File: src/rtl/debouncer_pkg.sv
// Shared definitions for the multi-channel debouncer: channel FSM encoding
// and counter width helpers.
package debouncer_pkg;

  // Wait states mean the stable counter is running (cnt != 0).
  typedef enum logic [1:0] {
    IDLE_LO = 2'd0,
    WAIT_HI = 2'd1,
    IDLE_HI = 2'd2,
    WAIT_LO = 2'd3
  } ch_state_t;

  // Stable counter only has to reach STABLE_CYCLES-1.
  function automatic int unsigned cnt_width(input int unsigned stable_cycles);
    return (stable_cycles < 2) ? 1 : $clog2(stable_cycles);
  endfunction

  // Hold counter saturates at HOLD_CYCLES, so it must be able to hold that value.
  function automatic int unsigned hold_width(input int unsigned hold_cycles);
    return (hold_cycles < 1) ? 1 : $clog2(hold_cycles + 1);
  endfunction

endpackage

File: src/rtl/debounce_channel.sv
// Single-bit debouncer: synchroniser, stable-time filter FSM, registered
// edge pulses and a once-per-press long-press pulse.
module debounce_channel
  import debouncer_pkg::*;
#(
  parameter int unsigned STABLE_CYCLES = 2_000_000,
  parameter int unsigned HOLD_CYCLES   = 100_000_000,
  parameter int unsigned SYNC_STAGES   = 2
) (
  input  logic clk,
  input  logic reset,
  input  logic en,
  input  logic noisy,
  output logic debounced,
  output logic p_edge,
  output logic n_edge,
  output logic any_edge,
  output logic long_press
);

  localparam int unsigned CW = cnt_width(STABLE_CYCLES);
  localparam int unsigned HW = hold_width(HOLD_CYCLES);
  localparam logic [CW-1:0] CNT_MAX  = CW'(STABLE_CYCLES - 1);
  localparam logic [HW-1:0] HOLD_MAX = HW'(HOLD_CYCLES);

  logic [SYNC_STAGES-1:0] sync_q;
  logic                   s;
  ch_state_t              state_q, state_n;
  logic [CW-1:0]          cnt_q, cnt_n;
  logic [HW-1:0]          hcnt_q;
  logic                   rise, fall;

  assign s = sync_q[SYNC_STAGES-1];

  // Synchroniser shift chain; frozen while disabled.
  always_ff @(posedge clk) begin
    if (reset) begin
      sync_q <= '0;
    end else if (en) begin
      sync_q <= {sync_q[SYNC_STAGES-2:0], noisy};
    end
  end

  // Filter state, stable counter and registered edge pulses.
  always_ff @(posedge clk) begin
    if (reset) begin
      state_q  <= IDLE_LO;
      cnt_q    <= '0;
      p_edge   <= 1'b0;
      n_edge   <= 1'b0;
      any_edge <= 1'b0;
    end else if (en) begin
      state_q  <= state_n;
      cnt_q    <= cnt_n;
      p_edge   <= rise;
      n_edge   <= fall;
      any_edge <= rise | fall;
    end else begin
      p_edge   <= 1'b0;
      n_edge   <= 1'b0;
      any_edge <= 1'b0;
    end
  end

  // Next-state logic: count while s disagrees, flip on the last count,
  // restart on any bounce back.
  always_comb begin
    state_n = state_q;
    cnt_n   = cnt_q;
    rise    = 1'b0;
    fall    = 1'b0;
    case (state_q)
      IDLE_LO, WAIT_HI: begin
        if (s) begin
          if (cnt_q == CNT_MAX) begin
            state_n = IDLE_HI;
            cnt_n   = '0;
            rise    = 1'b1;
          end else begin
            state_n = WAIT_HI;
            cnt_n   = cnt_q + CW'(1);
          end
        end else begin
          state_n = IDLE_LO;
          cnt_n   = '0;
        end
      end
      IDLE_HI, WAIT_LO: begin
        if (!s) begin
          if (cnt_q == CNT_MAX) begin
            state_n = IDLE_LO;
            cnt_n   = '0;
            fall    = 1'b1;
          end else begin
            state_n = WAIT_LO;
            cnt_n   = cnt_q + CW'(1);
          end
        end else begin
          state_n = IDLE_HI;
          cnt_n   = '0;
        end
      end
      default: begin
        state_n = IDLE_LO;
        cnt_n   = '0;
      end
    endcase
  end

  // Debounced level decoded from the registered state.
  always_comb begin
    debounced = (state_q == IDLE_HI) || (state_q == WAIT_LO);
  end

  // Hold counter saturates so long_press fires exactly once per press.
  always_ff @(posedge clk) begin
    if (reset) begin
      hcnt_q     <= '0;
      long_press <= 1'b0;
    end else if (en) begin
      long_press <= 1'b0;
      if (debounced) begin
        if (hcnt_q != HOLD_MAX) begin
          hcnt_q     <= hcnt_q + HW'(1);
          long_press <= (hcnt_q == HOLD_MAX - HW'(1));
        end
      end else begin
        hcnt_q <= '0;
      end
    end else begin
      long_press <= 1'b0;
    end
  end

endmodule

File: src/rtl/debouncer_multi.sv
// N-channel debouncer: one independent debounce_channel per input bit.
module debouncer_multi
  import debouncer_pkg::*;
#(
  parameter int unsigned N_CH          = 4,
  parameter int unsigned STABLE_CYCLES = 2_000_000,
  parameter int unsigned HOLD_CYCLES   = 100_000_000,
  parameter int unsigned SYNC_STAGES   = 2
) (
  input  logic            clk,
  input  logic            reset,
  input  logic            en,
  input  logic [N_CH-1:0] noisy,
  output logic [N_CH-1:0] debounced,
  output logic [N_CH-1:0] p_edge,
  output logic [N_CH-1:0] n_edge,
  output logic [N_CH-1:0] any_edge,
  output logic [N_CH-1:0] long_press
);

  // One channel instance per input bit.
  for (genvar i = 0; i < N_CH; i++) begin : g_ch
    debounce_channel #(
      .STABLE_CYCLES(STABLE_CYCLES),
      .HOLD_CYCLES  (HOLD_CYCLES),
      .SYNC_STAGES  (SYNC_STAGES)
    ) u_ch (
      .clk       (clk),
      .reset     (reset),
      .en        (en),
      .noisy     (noisy[i]),
      .debounced (debounced[i]),
      .p_edge    (p_edge[i]),
      .n_edge    (n_edge[i]),
      .any_edge  (any_edge[i]),
      .long_press(long_press[i])
    );
  end

endmodule
File: config.mk
export PLATFORM = sky130hd
export DESIGN_NAME = debouncer_multi
export DESIGN_NICKNAME = d
export VERILOG_FILES = /design/src/rtl/debouncer_pkg.sv /design/src/rtl/debounce_channel.sv /design/src/rtl/debouncer_multi.sv
export SDC_FILE = /design/constraint.sdc
export NUM_CORES = 1
export LEC_CHECK = 0
export CORE_MARGIN = 2
export CORE_UTILIZATION = 37
export CTS_BUF_LIST = sky130_fd_sc_hd__clkbuf_2
export CTS_CLUSTER_SIZE = 28
export DETAILED_ROUTE_END_ITERATION = 10
export SETUP_SLACK_MARGIN = 0.02
export SLEW_MARGIN = 20
export SYNTH_ARGS = -nofsm -noshare
export SYNTH_HDL_FRONTEND = slang
export SYNTH_SLANG_ARGS = --single-unit
File: constraint.sdc
create_clock -name clk -period 1.8 [get_ports clk]
set_input_delay 0.36 -clock clk [delete_from_list [all_inputs] [get_ports clk]]
set_output_delay 0.36 -clock clk [all_outputs]
set_load 0.005 [all_outputs]
== Yosys cells after proc, flatten, opt, wreduce, memory -nomap -nowiden ==
Cells that the tools add are included.
Widths: inputs -> output; s select.
Storage, ports and cells
  logic and storage cells: 170
  bits in registers: 224
  output and inout bits: 20
  input port bits: 7
Operators by class
  multiplexer cells: 64
  bitwise logic cells: 13
  reduce and logical (&&, ||, !) cells: 25
  equal/unequal tests: 28
  $add $sub $neg: 8
Operator list (count)
  $mux 21: 12
  $mux 27: 8
  $pmux 21 s2: 4
  $add 27x1->27 const B: 4
  $eq 27x27->1 const B: 4
  $ne 27x27->1 const B: 4
  $add 21x1->21 const B: 4
  $eq 21x21->1 const B: 4
  $mux 2: 16
  $mux 1: 20
  $reduce_or 2->1: 9
  $eq 2x2->1 const B: 8
  $pmux 2 s2: 4
  $reduce_or 4->1: 4
  $not 1->1: 9
  $eq 2x1->1 const B: 4
  $logic_not 2->1: 4
  $ne 2x2->1 const B: 4
  $reduce_and 2->1: 4
  $logic_or 1x1->1: 4
  $or 1x1->1: 4

== Logic depth before layout (Yosys ltp) ==
Gate-level depths: netlist of the first run.
  depth in word-level cells: 5
  depth in mapped cells: 8
  depth with buffers taken out: 7

== Hierarchy ==
A second synthesis of the first run with hierarchy kept.
Unflattened totals
  cells, all modules: 1308
  area total of the unflattened synthesis: 11150.7 µm²
By module, submodules not included
  debounce_channel: area an instance 2787.7 µm², seq. area each 1101.1 µm², cells an instance 327, times used 4

== Worst setup path after synthesis of the first run ==
OpenSTA, ideal clock, no wires.
  path type: reg2reg
  start: reg g_ch[1].u_ch.cnt_q[0]
  end: reg g_ch[1].u_ch.cnt_q[16]
  cell stages (with the launch flop): 7
  arrival time: 1.885 ns
  buffers on the path: 0
  clock period less this slack: 2.001 ns
  slack: -0.201 ns
  data required time: 1.683 ns
  setup time: 0.117 ns
  path through: dfxtp_1 -> ha_1 -> nand3_1 -> nor4_1 -> nand3_1 -> xnor2_1 -> a22o_1
On the way
  longest elaborated chain between the ends: 4
  elaborated cells between the ends (all ways): 6
  those cells by class: add/sub: 1; eq/ne: 1; mux: 4
Ends and longest elaborated chain
  start: declaration: RTL line debounce_channel.sv:29  | logic [CW-1:0] cnt_q, cnt_n;
  start signal: assignment: RTL line debounce_channel.sv:54  | cnt_q <= cnt_n;
  $add 21x1->21 / $eq 21x21->1 (equally long branches)
  $mux 21 *: RTL line debounce_channel.sv:75, debounce_channel.sv:90
  $mux 21 (on tied branches): RTL line debounce_channel.sv:89, debounce_channel.sv:74
  $pmux 21 s2 *: RTL line debounce_channel.sv:72  | case (state_q)
Every way passes the cells marked *; elsewhere a longest branch is shown, timed or not.
A chain may end at the register's enable or synchronous reset.

== Worst setup path after layout of the first run ==
  start: reg g_ch[2].u_ch.cnt_q[12]
  end: reg g_ch[2].u_ch.cnt_q[4]
On the way
  longest elaborated chain between the ends: 4
  elaborated cells between the ends (all ways): 5
  those cells by class: eq/ne: 1; mux: 4
Ends and longest elaborated chain (RTL line)
  start: declaration: debounce_channel.sv:29
  start signal: assignment: debounce_channel.sv:54
  $eq 21x21->1 *: debounce_channel.sv:75, debounce_channel.sv:90
  $mux 21 *: debounce_channel.sv:75, debounce_channel.sv:90
  $mux 21 (on tied branches): debounce_channel.sv:89, debounce_channel.sv:74
  $pmux 21 s2 *: debounce_channel.sv:72
Marks and branches as above.

==> impl_metrics.env, run 1 <==
export IMPL_dpl_instance_area_um2=12400
export IMPL_boundaryPins=27
export IMPL_critPathMaxStageDelay_ns=0.54
export IMPL_crit_slowest_cell="or4_4"
export IMPL_endpoint_kind="flip-flop"
export IMPL_start_util_pct=37.4
export IMPL_min_from="noisy[2]"
export IMPL_antenna_found_initial=1
export IMPL_path_clk_slew_ns=0.11
export IMPL_yosysSeqAreaShare_pct=41.1
export IMPL_crit_fanout=8
export IMPL_grt_setup_unrepaired="yes"
export IMPL_setup_tns_ns=-0.290
export IMPL_vias=9793
export IMPL_clock_root_buffer="clkbuf_2"
export IMPL_fin_area_um2=13700
export IMPL_fp_dieW_um=174
export IMPL_finalHoldViolCount=0
export IMPL_crit_type="reg -> reg"
export IMPL_avgSynthCellArea_um2=8.39
export IMPL_vias_per_cell=5.17
export IMPL_totalWireLength_mm=25.9
export IMPL_finalCriticalPeriod_ns=1.88
export IMPL_nets=1488
export IMPL_cap_violations=0
export IMPL_whs_path_depth=3
export IMPL_drive_above_1_share_pct=29.9
export IMPL_cts_buffers_inserted=56
export IMPL_synth_top_flop_cell="dfxtp_1"
export IMPL_grt_pass1_vias=8835
export IMPL_cts_sinks=220
export IMPL_cp_required_ns=2.55
export IMPL_wl_met3_um=974
export IMPL_cts_tree="done"
export IMPL_violations="setup timing"
export IMPL_finalClockSkew_ns=0.0235
export IMPL_max_freq_mhz=533
export IMPL_pre_cts_slack_ns=-0.117
export IMPL_finalSetupViolCount=6
export IMPL_p_total_mw=8.47
export IMPL_grt_pass1_wl_mm=42.1
export IMPL_grt_overflow=0
export IMPL_postSynthRegisterBits=220
export IMPL_grt_use_total_pct=16.3
export IMPL_die_area_um2=30300
export IMPL_wire_per_inst_um=13.7
export IMPL_drt_initial_drc_count=520
export IMPL_fin_ws_ns=-0.0773
export IMPL_clk_path_buf_depth=3
export IMPL_final_cells=1895
export IMPL_clk_latency_ns=0.84
export IMPL_timing_rr_end="g_ch[2].u_ch.cnt_q[4]"
export IMPL_postLayoutCoreUtil_pct=47.8
export IMPL_dp_cells=1774
export IMPL_tightest_slew_ns=0.791
export IMPL_m1WireLength_mm=12.9
export IMPL_synth_edf_count=0
export IMPL_synthArstFlopShare_pct=0
export IMPL_ys_warnings_count=0
export IMPL_synth_cell_types=60
export IMPL_status="finished, violations left"
export IMPL_gp_congestion=0.821
export IMPL_maxSlewHeadroom_pct=47.2
export IMPL_cp_arrival_ns=2.62
export IMPL_remaining_drc_errors=0
export IMPL_ant_nets=0
export IMPL_irDropWorstVdd_mv=0.367
export IMPL_startpoint="g_ch[2].u_ch.cnt_q[12]"
export IMPL_wl_met2_mm=11.5
export IMPL_syn_num_nets=1296
export IMPL_path_cells="or4_4 > nor4_4 > a211oi_2 > buf_6 > a21o_1 > a22o_1"
export IMPL_firstDrtPassIters=4
export IMPL_num_fill_cells=2749
export IMPL_final_cell_mix="182 x dfxtp_1, 168 x buf_4, 118 x nor2_1"
export IMPL_dr_max_layer_used="met4"
export IMPL_holdPathEnd="g_ch[2].u_ch.sync_q[0]"
export IMPL_rrSetupSlack_ns=-0.08
export IMPL_cp_top_family="simple AND/OR/NAND/NOR gates"
export IMPL_path_buf_inv=1
export IMPL_min_period_over_period_pct=104
export IMPL_p_leak_nw=4.99
export IMPL_hold_class="in -> reg"
export IMPL_hold_slack_ns=0.139
export IMPL_r2r_start="g_ch[2].u_ch.cnt_q[12]"
export IMPL_power_density_nw_per_um2=619
export IMPL_ff2ff_path_depth=6
export IMPL_hpwl_mm=17.3
export IMPL_io_buffers=26
export IMPL_syn_area_um2=10700
export IMPL_core_area_um2=28600
export IMPL_final_common_cell="dfxtp_1"
export IMPL_synthToLayoutAreaGrowth_pct=27.8
export IMPL_htree_num_levels=2
export IMPL_slew_violations=0
export IMPL_syn_inst=1277
export IMPL_die_h_um=174
export IMPL_grt_max_degree=42
export IMPL_rows=62
export IMPL_start_kind="flip-flop"
worst max-delay path by stage:
stage / end / slack, ns / depth (start not counted)
floorplan: g_ch[2].u_ch.cnt_q[11] / -0.06 / 6
global placement: g_ch[1].u_ch.any_edge / -0.11 / 6
detailed placement: g_ch[1].u_ch.any_edge / -0.12 / 6
CTS: debounced[0] / -0.09 / 2
global route: g_ch[2].u_ch.cnt_q[4] / -0.15 / 6
finish: g_ch[2].u_ch.cnt_q[4] / -0.08 / 6
routing by layer:
layer,track usage (%),vias up
met5,0,-
met4,5.53,0
met3,3.50,52
met2,25.8,149
met1,22.2,4577
li1,-,5015
state kept, by name (all words and copies together) (netlist names):
name / count
g_ch.u_ch.cnt_q: 84
g_ch.u_ch.p_edge: 4
g_ch.u_ch.sync_q: 8
g_ch.u_ch.any_edge: 4
g_ch.u_ch.n_edge: 4
g_ch.u_ch.long_press: 4
g_ch.u_ch.hcnt_q: 108
g_ch.u_ch.state_q: 4
power by group:
group	switching (mW)	internal (mW)
logic	0.197	0.130
registers	0.0118	4.86
clock network	2.07	1.20
cells by family after synthesis:
logic type | Yosys count | synth area share [%]
fa+ha+maj | 12 | 1.40
mux | 22 | 2.08
simple gates | 607 | 30.3
xor+xnor | 102 | 8.34
buf+inv | 108 | 4.81
compound gates | 206 | 11.9
flops | 220 | 41.1
cells in the mapped netlist (37+ instances only):
cell type  count  area share, %
and3_1        37            2.2
nand3_1       83            3.9
a31oi_1       43            2.5
xnor2_1       39            3.2
dfxtp_1      220             41
o21ai_0       44            2.1
nand4_1       62            3.6
xor2_1        63            5.1
nor2_1       125            4.4
a21oi_1       64            3.0
nand2_1      115            4.0
clkbuf_1      39            1.4
tightest hold or removal path: cells and delay by family:
family / cells / cell delay, ns
buffers and inverters: 1 / 0.40
muxes: 1 / 0.13
and+or+nand+nor: 1 / 0.05
repair_timing:
item,in CTS,in global routing
endpoints found under the setup margin,60,104
cloned,1,1
resized for setup,125,151
hold buffers,2,0
endpoints found under the hold margin,18,0
pin swaps,14,34
buffers inserted,8,10
final cells by class:
class | instances | area [um2] | share of cell area, %
multi-input combinational | 949 | 6460 | 47.2
sequential | 220 | 4470 | 32.6
timing repair buffer | 215 | 1710 | 12.5
clock inverter | 19 | 75.1 | 0.548
inverter | 27 | 101 | 0.740
tap | 384 | 480 | 3.51
antenna | 1 | 2.50 | 0.0183
clock buffer | 80 | 400 | 2.92
Power figures use the tool's default switching activity.
==> run 2, diff against run 1 <==
--- a/config.mk
+++ b/config.mk
@@ -5,9 +5,9 @@
 export SDC_FILE = /design/constraint.sdc
 export NUM_CORES = 1
 export LEC_CHECK = 0
+export CORE_ASPECT_RATIO = 2
 export CORE_MARGIN = 2
 export CORE_UTILIZATION = 37
-export CTS_BUF_LIST = sky130_fd_sc_hd__clkbuf_2
 export CTS_CLUSTER_SIZE = 28
 export DETAILED_ROUTE_END_ITERATION = 10
 export SETUP_SLACK_MARGIN = 0.02
==> run 2 against run 1 <==
  * The run still ends with setup timing left
  * Clock-buffer cell count decreased by 49
  * Power up 23%
  * Sequential share of layout area decreased by 0.82 points
  * Hold slack improved by 0.16 ns
  * Clock skew fell by 0.015 ns
  * First-iteration DRC count shrank 2.9%
  * Core utilization increased by 0.90 points
  * Sequential cell count stayed put
  * Global-route usage up 0.20 points
  * Critical endpoint unchanged
  * Largest cell class unchanged
  * Largest power group is now the clock network
  * Highest routed layer unchanged
==> impl_metrics.env, run 2 (synthesis gave the netlist of run 1 again) <==
export IMPL_status="finished, violations left"
export IMPL_violations="setup timing"
export IMPL_fin_ws_ns=-0.0753
export IMPL_tightest_slew_ns=0.504
export IMPL_synthToLayoutAreaGrowth_pct=30.2
export IMPL_crit_fanout=8
export IMPL_grt_max_degree=32
export IMPL_boundaryPins=27
export IMPL_vias_per_cell=5.43
export IMPL_die_h_um=245
export IMPL_htree_num_levels=1
export IMPL_drt_initial_drc_count=505
export IMPL_totalWireLength_mm=26.6
export IMPL_start_kind="flip-flop"
export IMPL_nets=1456
export IMPL_power_density_nw_per_um2=749
export IMPL_finalClockSkew_ns=0.00800
export IMPL_grt_use_total_pct=16.5
export IMPL_final_cell_mix="198 x dfxtp_1, 175 x buf_4, 121 x nor2_1"
export IMPL_path_clk_slew_ns=0.07
export IMPL_grt_setup_unrepaired="yes"
export IMPL_die_area_um2=30400
export IMPL_finalCriticalPeriod_ns=1.88
export IMPL_wire_per_inst_um=14.7
export IMPL_top_register="g_ch.u_ch.hcnt_q"
export IMPL_path_buf_inv=1
export IMPL_p_leak_nw=5.02
export IMPL_irDropWorstVdd_mv=0.671
export IMPL_pre_cts_slack_ns=-0.0678
export IMPL_io_buffers=26
export IMPL_cp_top_family="simple AND/OR/NAND/NOR gates"
export IMPL_final_seq_area_um2=4440
export IMPL_clk_latency_ns=0.51
export IMPL_cp_required_ns=2.20
export IMPL_finalSetupViolCount=3
export IMPL_hpwl_mm=18.1
export IMPL_crit_type="reg -> reg"
export IMPL_endpoint_kind="flip-flop"
export IMPL_largest_register_ffs=108
export IMPL_diodes=0
export IMPL_firstDrtPassIters=4
export IMPL_hold_slack_ns=0.302
export IMPL_clock_root_buffer="clkbuf_16"
export IMPL_num_fill_cells=2698
export IMPL_fp_dieW_um=124
export IMPL_core_area_um2=28600
export IMPL_largestRegisters="g_ch.u_ch.hcnt_q: 108 flops, g_ch.u_ch.cnt_q: 84 flops, g_ch.u_ch.sync_q: 8 flops"
export IMPL_setup_tns_ns=-0.134
export IMPL_final_common_cell="dfxtp_1"
export IMPL_multi_input_area_um2=6310
export IMPL_cts_sinks=220
export IMPL_cap_violations=0
export IMPL_cp_arrival_ns=2.27
export IMPL_ant_nets=0
export IMPL_clk_path_buf_depth=3
export IMPL_remaining_drc_errors=0
export IMPL_gp_congestion=0.853
export IMPL_critPathMaxStageDelay_ns=0.54
export IMPL_maxSlewHeadroom_pct=66.1
export IMPL_start_util_pct=37.4
export IMPL_finalHoldViolCount=0
export IMPL_rows=88
export IMPL_postLayoutCoreUtil_pct=48.7
export IMPL_hold_class="in -> reg"
export IMPL_hold_buffers=0
export IMPL_cts_buffers_inserted=23
export IMPL_vias=9840
export IMPL_max_freq_mhz=533
export IMPL_drive_above_1_share_pct=24.2
export IMPL_path_cells="or4b_4 > nor4_4 > a211oi_2 > buf_4 > a21o_1 > a22o_1"
export IMPL_grt_pass1_vias=9491
export IMPL_cts_tree="done"
export IMPL_grt_overflow=0
export IMPL_crit_slowest_cell="or4b_4"
export IMPL_slew_violations=0
export IMPL_grt_pass1_wl_mm=44.0
export IMPL_antenna_found_initial=0
export IMPL_min_period_over_period_pct=104
-- run 2: cell types whose count changed in the layout (fill, tap and decap cells not counted), sizes merged, moves of 2 or more --
cell	before	now
clkdlybuf4s50	4	22
dlygate4sd3	2	0
inv	29	27
buf	209	187
bufinv	0	5
clkbuf	80	35
dlygate4sd2	0	2
clkinv	17	4
-- run 2: stage by stage --
step	std cells	area [um2]	power (mW)
after floorplan	1277	10800	5.16
after global placement	1749	12400	5.29
after detailed placement	1749	12400	5.30
after CTS	1794	13300	10.5
after global routing	1813	14000	10.8
final	1813	14000	10.5
-- run 2: per-layer routing --
metal / global-route usage [%] / wire length, um / vias to the layer above
met1: 21.2 / 12200 / 4700
met2: 28.8 / 12900 / 155
met5: 0 / 0 / -
met4: 5.29 / 576 / 0
met3: 2.03 / 899 / 49
li1: - / - / 4936
-- run 2: repair_timing --
item	CTS	global route
pin swaps	4	43
buffers inserted	4	14
hold endpoints to repair	0	0
setup endpoints to repair	33	80
resized for setup	20	113
gates cloned	0	5
-- run 2: area by class of cell --
cell class	count	share of cell area (%)
clock buffers	31	4.70
clock inverters	10	1.27
inverters	27	0.726
multi-input cells	949	45.3
flip-flops and latches	220	31.8
well taps	360	3.23
repair buffers	216	13.0
-- run 2: final timing paths --
kind | startpoint | end | slack (ns) | cells past startpoint
worst min register to register | g_ch[0].u_ch.cnt_q[20] | g_ch[0].u_ch.cnt_q[20] | 0.46 | 1
worst max register to register | g_ch[2].u_ch.cnt_q[8] | g_ch[2].u_ch.cnt_q[4] | -0.08 | 6
worst min-delay path | reset | g_ch[1].u_ch.cnt_q[1] | 0.30 | 3
worst max-delay path | g_ch[2].u_ch.cnt_q[8] | g_ch[2].u_ch.cnt_q[4] | -0.08 | 6
-- run 2: power breakdown --
group	switching (mW)	internal, mW
Combinational	0.202	0.129
Sequential	0.0102	4.87
Clock	1.97	3.26
Total	2.18	8.27
-- run 2: tightest hold or removal path: cells and delay by family --
family,cells,cell delay (ns)
buf+inv,2,0.36
compound gates,1,0.05
==> run 3, diff against run 2 <==
--- a/config.mk
+++ b/config.mk
@@ -11,6 +11,7 @@
 export CTS_CLUSTER_SIZE = 28
 export DETAILED_ROUTE_END_ITERATION = 10
 export SETUP_SLACK_MARGIN = 0.02
+export SKIP_LAST_GASP = 1
 export SLEW_MARGIN = 20
 export SYNTH_ARGS = -nofsm -noshare
 export SYNTH_HDL_FRONTEND = slang
==> run 3 against run 2 <==
  * The run still ends with setup timing left
  * Hold slack better by 0.0057 ns
  * Sequential cell count did not move
  * Die area is the same
  * Core utilization decreased by 0.16 points
  * Clock-buffer cell count unchanged
  * Clock skew decreased by 0.0012 ns
  * Final area shrank 0.33%
  * Critical path type unchanged
  * Critical endpoint unchanged
  * Largest power group unchanged
==> impl_metrics.env, run 3 (synthesis gave the netlist of run 1 again) <==
export IMPL_max_freq_mhz=533
export IMPL_maxSlewHeadroom_pct=66.0
export IMPL_cp_arrival_ns=2.27
export IMPL_hold_slack_ns=0.307
export IMPL_remaining_drc_errors=0
export IMPL_crit_slowest_cell="or4b_4"
export IMPL_crit_fanout=8
export IMPL_clk_latency_ns=0.51
export IMPL_path_clk_slew_ns=0.07
export IMPL_top_register="g_ch.u_ch.hcnt_q"
export IMPL_cts_sinks=220
export IMPL_grt_setup_unrepaired="yes"
export IMPL_hpwl_mm=18.1
export IMPL_boundaryPins=27
export IMPL_fp_dieW_um=124
export IMPL_path_cells="or4b_4 > nor4_4 > a211oi_2 > buf_4 > a21o_1 > a22o_1"
export IMPL_wire_per_inst_um=14.6
export IMPL_hold_buffers=0
export IMPL_die_h_um=245
export IMPL_pre_cts_slack_ns=-0.0678
export IMPL_crit_type="reg -> reg"
export IMPL_grt_max_degree=32
export IMPL_rows=88
export IMPL_slew_violations=0
export IMPL_core_area_um2=28600
export IMPL_final_cell_mix="201 x dfxtp_1, 175 x buf_4, 122 x nor2_1"
export IMPL_finalCriticalPeriod_ns=1.88
export IMPL_totalWireLength_mm=26.6
export IMPL_finalSetupViolCount=3
export IMPL_r2r_start="g_ch[2].u_ch.cnt_q[8]"
export IMPL_final_common_cell="dfxtp_1"
export IMPL_vias_per_cell=5.42
export IMPL_p_leak_nw=5.03
export IMPL_cts_buffers_inserted=23
export IMPL_htree_num_levels=1
export IMPL_grt_overflow=0
export IMPL_finalHoldViolCount=0
export IMPL_vias=9834
export IMPL_antenna_found_initial=0
export IMPL_irDropWorstVdd_mv=0.667
export IMPL_grt_use_total_pct=16.5
export IMPL_endpoint_kind="flip-flop"
export IMPL_p_total_mw=10.5
export IMPL_power_density_nw_per_um2=751
export IMPL_clk_path_buf_depth=3
export IMPL_finalClockSkew_ns=0.00676
export IMPL_drive_above_1_share_pct=23.1
export IMPL_cp_required_ns=2.20
export IMPL_grt_pass1_vias=9491
export IMPL_cts_tree="done"
export IMPL_rrSetupSlack_ns=-0.08
export IMPL_largestRegisters="g_ch.u_ch.hcnt_q: 108 flops, g_ch.u_ch.cnt_q: 84 flops, g_ch.u_ch.sync_q: 8 flops"
export IMPL_ant_nets=0
export IMPL_firstDrtPassIters=7
export IMPL_largest_register_ffs=108
export IMPL_crit_path_end="g_ch[2].u_ch.cnt_q[4]"
export IMPL_gp_congestion=0.853
export IMPL_io_buffers=26
export IMPL_ff2ff_path_depth=6
export IMPL_nets=1456
export IMPL_die_area_um2=30400
export IMPL_startpoint="g_ch[2].u_ch.cnt_q[8]"
export IMPL_tightest_slew_ns=0.507
export IMPL_cap_violations=0
export IMPL_grt_pass1_wl_mm=44.0
export IMPL_min_period_over_period_pct=104
export IMPL_timing_rr_end="g_ch[2].u_ch.cnt_q[4]"
export IMPL_violations="setup timing"
export IMPL_drt_initial_drc_count=549
export IMPL_synthToLayoutAreaGrowth_pct=29.8
export IMPL_start_util_pct=37.4
export IMPL_critPathMaxStageDelay_ns=0.54
export IMPL_diodes=0
export IMPL_clock_root_buffer="clkbuf_16"
export IMPL_start_kind="flip-flop"
export IMPL_hold_class="in -> reg"
export IMPL_fin_ws_ns=-0.0775
export IMPL_postLayoutCoreUtil_pct=48.6
export IMPL_status="finished, violations left"
==> run 3: worst min-delay path by stage <==
stage | startpoint | end | slack, ns | depth (start not counted)
detailed placement | g_ch[0].u_ch.hcnt_q[26] | g_ch[0].u_ch.hcnt_q[26] | 0.46 | 2
finish | reset | g_ch[1].u_ch.cnt_q[1] | 0.31 | 3
global route | reset | g_ch[1].u_ch.cnt_q[1] | 0.32 | 3
global placement | g_ch[0].u_ch.cnt_q[20] | g_ch[0].u_ch.cnt_q[20] | 0.44 | 1
CTS | reset | g_ch[1].u_ch.cnt_q[1] | 0.30 | 3
floorplan | g_ch[0].u_ch.cnt_q[20] | g_ch[0].u_ch.cnt_q[20] | 0.43 | 1
==> run 3: repair_timing <==
action                                  4_1_cts  5_1_grt
buffers inserted                              4       14
gates cloned                                  0        5
endpoints found under the setup margin       33       81
resized for setup                            19       98
pin swaps                                     4       41
==> run 3: cell type report <==
| class | instances | area, um2 |
|---|---|---|
| multi-input cells | 949 | 6270 |
| well taps | 360 | 450 |
| inverters | 27 | 101 |
| clock inverters | 10 | 178 |
| clock buffers | 31 | 656 |
| flip-flops and latches | 220 | 4440 |
| repair buffers | 216 | 1820 |
| fillers | 2704 | 14700 |
==> run 3: critical path: cells and delay by family, from the launching register on <==
kind / cells / cell delay, ns
compound gates: 3 / 0.45
buf+inv: 1 / 0.19
flops: 1 / 0.32
simple gates: 2 / 0.80
==> run 3: metrics by stage <==
| stage | instance area (um2) | cells | TNS, ns |
|---|---|---|---|
| floorplan | 10800 | 1277 | -0.337 |
| global placement | 12400 | 1749 | -0.247 |
| detailed placement | 12400 | 1749 | -0.520 |
| CTS | 13300 | 1794 | -0.193 |
| global route | 13900 | 1813 | -1.49 |
| finish | 13900 | 1813 | -0.136 |
==> run 3: routing by layer <==
metal | global-route usage (%) | routed length, um | vias up
li1 | - | - | 4936
met1 | 21.2 | 12100 | 4672
met2 | 28.8 | 12900 | 177
met3 | 2.03 | 988 | 49
met4 | 5.29 | 576 | 0
met5 | 0 | 0 | -
==> run 3: report_power, final <==
group | total, mW | internal (mW) | switching (mW) | leakage, nW
registers | 4.88 | 4.87 | 0.0103 | 1.78
clock network | 5.24 | 3.26 | 1.97 | 0.409
logic | 0.330 | 0.129 | 0.201 | 2.83
==> RTL edit (config.mk and constraints of run 1) <==
`SYNC_STAGES` is set to 2 in 2 places; all go to 4.
--- a/src/rtl/debounce_channel.sv
+++ b/src/rtl/debounce_channel.sv
@@ -6,5 +6,5 @@
   parameter int unsigned STABLE_CYCLES = 2_000_000,
   parameter int unsigned HOLD_CYCLES   = 100_000_000,
-  parameter int unsigned SYNC_STAGES   = 2
+  parameter int unsigned SYNC_STAGES   = 4
 ) (
   input  logic clk,
--- a/src/rtl/debouncer_multi.sv
+++ b/src/rtl/debouncer_multi.sv
@@ -6,5 +6,5 @@
   parameter int unsigned STABLE_CYCLES = 2_000_000,
   parameter int unsigned HOLD_CYCLES   = 100_000_000,
-  parameter int unsigned SYNC_STAGES   = 2
+  parameter int unsigned SYNC_STAGES   = 4
 ) (
   input  logic            clk,
Behaviour: same outputs for any inputs over 4 cycles, from zero or initial values and one cycle with reset high; that may be too few to reach the edited logic, so the function may still have changed.
==> RTL edit against run 1 <==
  * Synthesized area up 3.1%
  * Clock skew up 38 ps
  * Hold slack worse by 19 ps
  * Core utilization up 1.9 points
  * Design area up 7.0%
  * Critical endpoint is now g_ch[2].u_ch.hcnt_q[1]$_SDFFE_PP0P_
  * Sequential cell count up 8
  * Global-route usage up 1.4 points
  * Critical path depth down 1
  * Worst setup slack worse by 170 ps
  * Total power up 9.5%
  * The run still ends with negative setup slack left
  * First-iteration DRC count down 10%
  * Wire length up 9.2%
==> RTL edit: results (changes against run 1) <==
Yosys
  – Post-synth cell types: 54 (-10%)
  – Syn nets: 1349 (+4.1%)
  – Seq/Total Area, Yosys: 41.33% (+0.23 points)

Critical path
  – Crit Reg-Reg Startpoint: g_ch[2].u_ch.hcnt_q[9]$_SDFFE_PP0P_
  – CP arrival: 2770 ps (+150 ps)
  – R2R depth: 5 (-1)
  – CP Max Fanout: 3 (-5)

Detailed routing
  – WL/cell: 14.15 um (+3.4%)
  – Number of detailed-route iterations in the first pass: 5 (+1)
  – Starting DRC count in detailed routing: 468 (-10%)

Global route
  – Largest net degree at the start of global routing: 45 (+7.1%)
  – All-Layer GR Usage: 17.77% (+1.4 points)
  – Vias in the first global route: 9943 (+13%)

Run status
  – Violations in the final reports: negative setup slack
  – Status: finished with violations

Place
  – DP Wirelength: 18560 um (+7.4%)
  – RD Place Congestion: 0.8423 (+2.6%)

STA
  – Slew margin rel.: 67.40% (+20 points)
  – Final Worst Setup Slack: -242.8 ps (-165.5 ps)
  – Finish-stage setup viols: 39 (+33)
  – Setup tns final: -3393 ps (-3102 ps)

Pwr
  – Maximum VDD drop: 0.3848 mV (+5.0%)
  – P_leak: 0.005467 uW (+9.7%)

CTS
  – Clk_lat worst skew: 800 ps (-40 ps)
  – TritonCTS Buffers: 67 (+20%)

Final layout
  – # nets final: 1585 (+6.5%)
  – Layout cells sized above 1: 32.94% (+3.0 points)

Hold path
  – Hold depth: 4 (+1)
  – Hold path start: reset
## RTL edit: changes by cell type after synthesis, moves of 10 or more
cell	run 1	this run
xor2_1	63	46
nor3_1	20	40
nor2_1	125	146
clkbuf_1	39	54
nand2b_1	22	11
xnor2_1	39	67
nor4b_1	13	3
## RTL edit: what timing repair did
action | CTS | global route
pin swaps | 30 | 36
hold buffers | 1 | 0
gates resized for setup | 111 | 136
setup buffers | 12 | 18
gates cloned | 1 | 4
hold endpoints to repair | 1 | 0
setup endpoints to repair | 99 | 112
## RTL edit: path summary, 6_finish.rpt
check / endpoint / slack (ps)
worst max register to register: g_ch[2].u_ch.hcnt_q[1]$_SDFFE_PP0P_ / -240
worst max-delay path: g_ch[2].u_ch.hcnt_q[1]$_SDFFE_PP0P_ / -240
worst min register to register: g_ch[2].u_ch.sync_q[1]$_SDFFE_PP0P_ / 480
worst min-delay path: g_ch[3].u_ch.cnt_q[6]$_SDFFE_PP0P_ / 120
## RTL edit: per-stage QoR
stage | cell area, sq um | std cells | utilization [%] | hold slack (ps) | total power, uW
CTS | 14040 | 1982 | 47.64 | 26.87 | 9452
detailed placement | 13190 | 1858 | 44.74 | 469.2 | 5466
floorplan | 11260 | 1330 | - | 438.8 | 5332
finish | 14660 | 2000 | 49.72 | 120.3 | 9275
global route | 14660 | 2000 | 49.72 | 51.47 | 9766
global placement | 13190 | 1858 | 44.74 | 463.8 | 5464
## RTL edit: critical path, stage by stage, from the launching register on
cell and delay, ps:
dfxtp_2 330, or4_1 500, or3_1 330, or4_4 440
a211o_1 300, o31ai_1 60
## RTL edit: cell type report
type                            instances  area (sq um)
Antenna cell                            1         2.502
Clock buffer                           91         455.4
Clock inverter                         21         142.6
Fill cell                            2825         14820
Inverter                               35         131.4
Multi-Input combinational cell        973          6685
Sequential cell                       228          4638
Tap cell                              390         488.0
Timing Repair Buffer                  261          2116
## RTL edit: cells by family (layout without fill, tap and decap cells)
family          after synthesis  after routing  synth area share, %
buf+inv                     129            408                5.166
xor+xnor                    113            113                8.961
other cells                   0              1                    0
simple gates                628            628                30.00
mux                          25             25                2.277
fa+ha+maj                    12             12                1.359
flops                       228            228                41.33
compound gates              195            195                10.91
## RTL edit: power by group
part	leakage (uW)	internal [uW]	total [uW]	switching [uW]
sequential	0.00186	5040	5050	9.20
clock	0.000451	1650	3920	2270
combinational	0.00315	115	300	185
## RTL edit: routing by layer
layer | share of wire, % | global-route usage [%] | vias to the layer above
li1 | - | - | 5269
met4 | 2.3 | 6.646 | 0
met5 | 0 | 0 | -
met1 | 46 | 21.77 | 4882
met2 | 48 | 30.26 | 158
met3 | 3.9 | 4.167 | 54
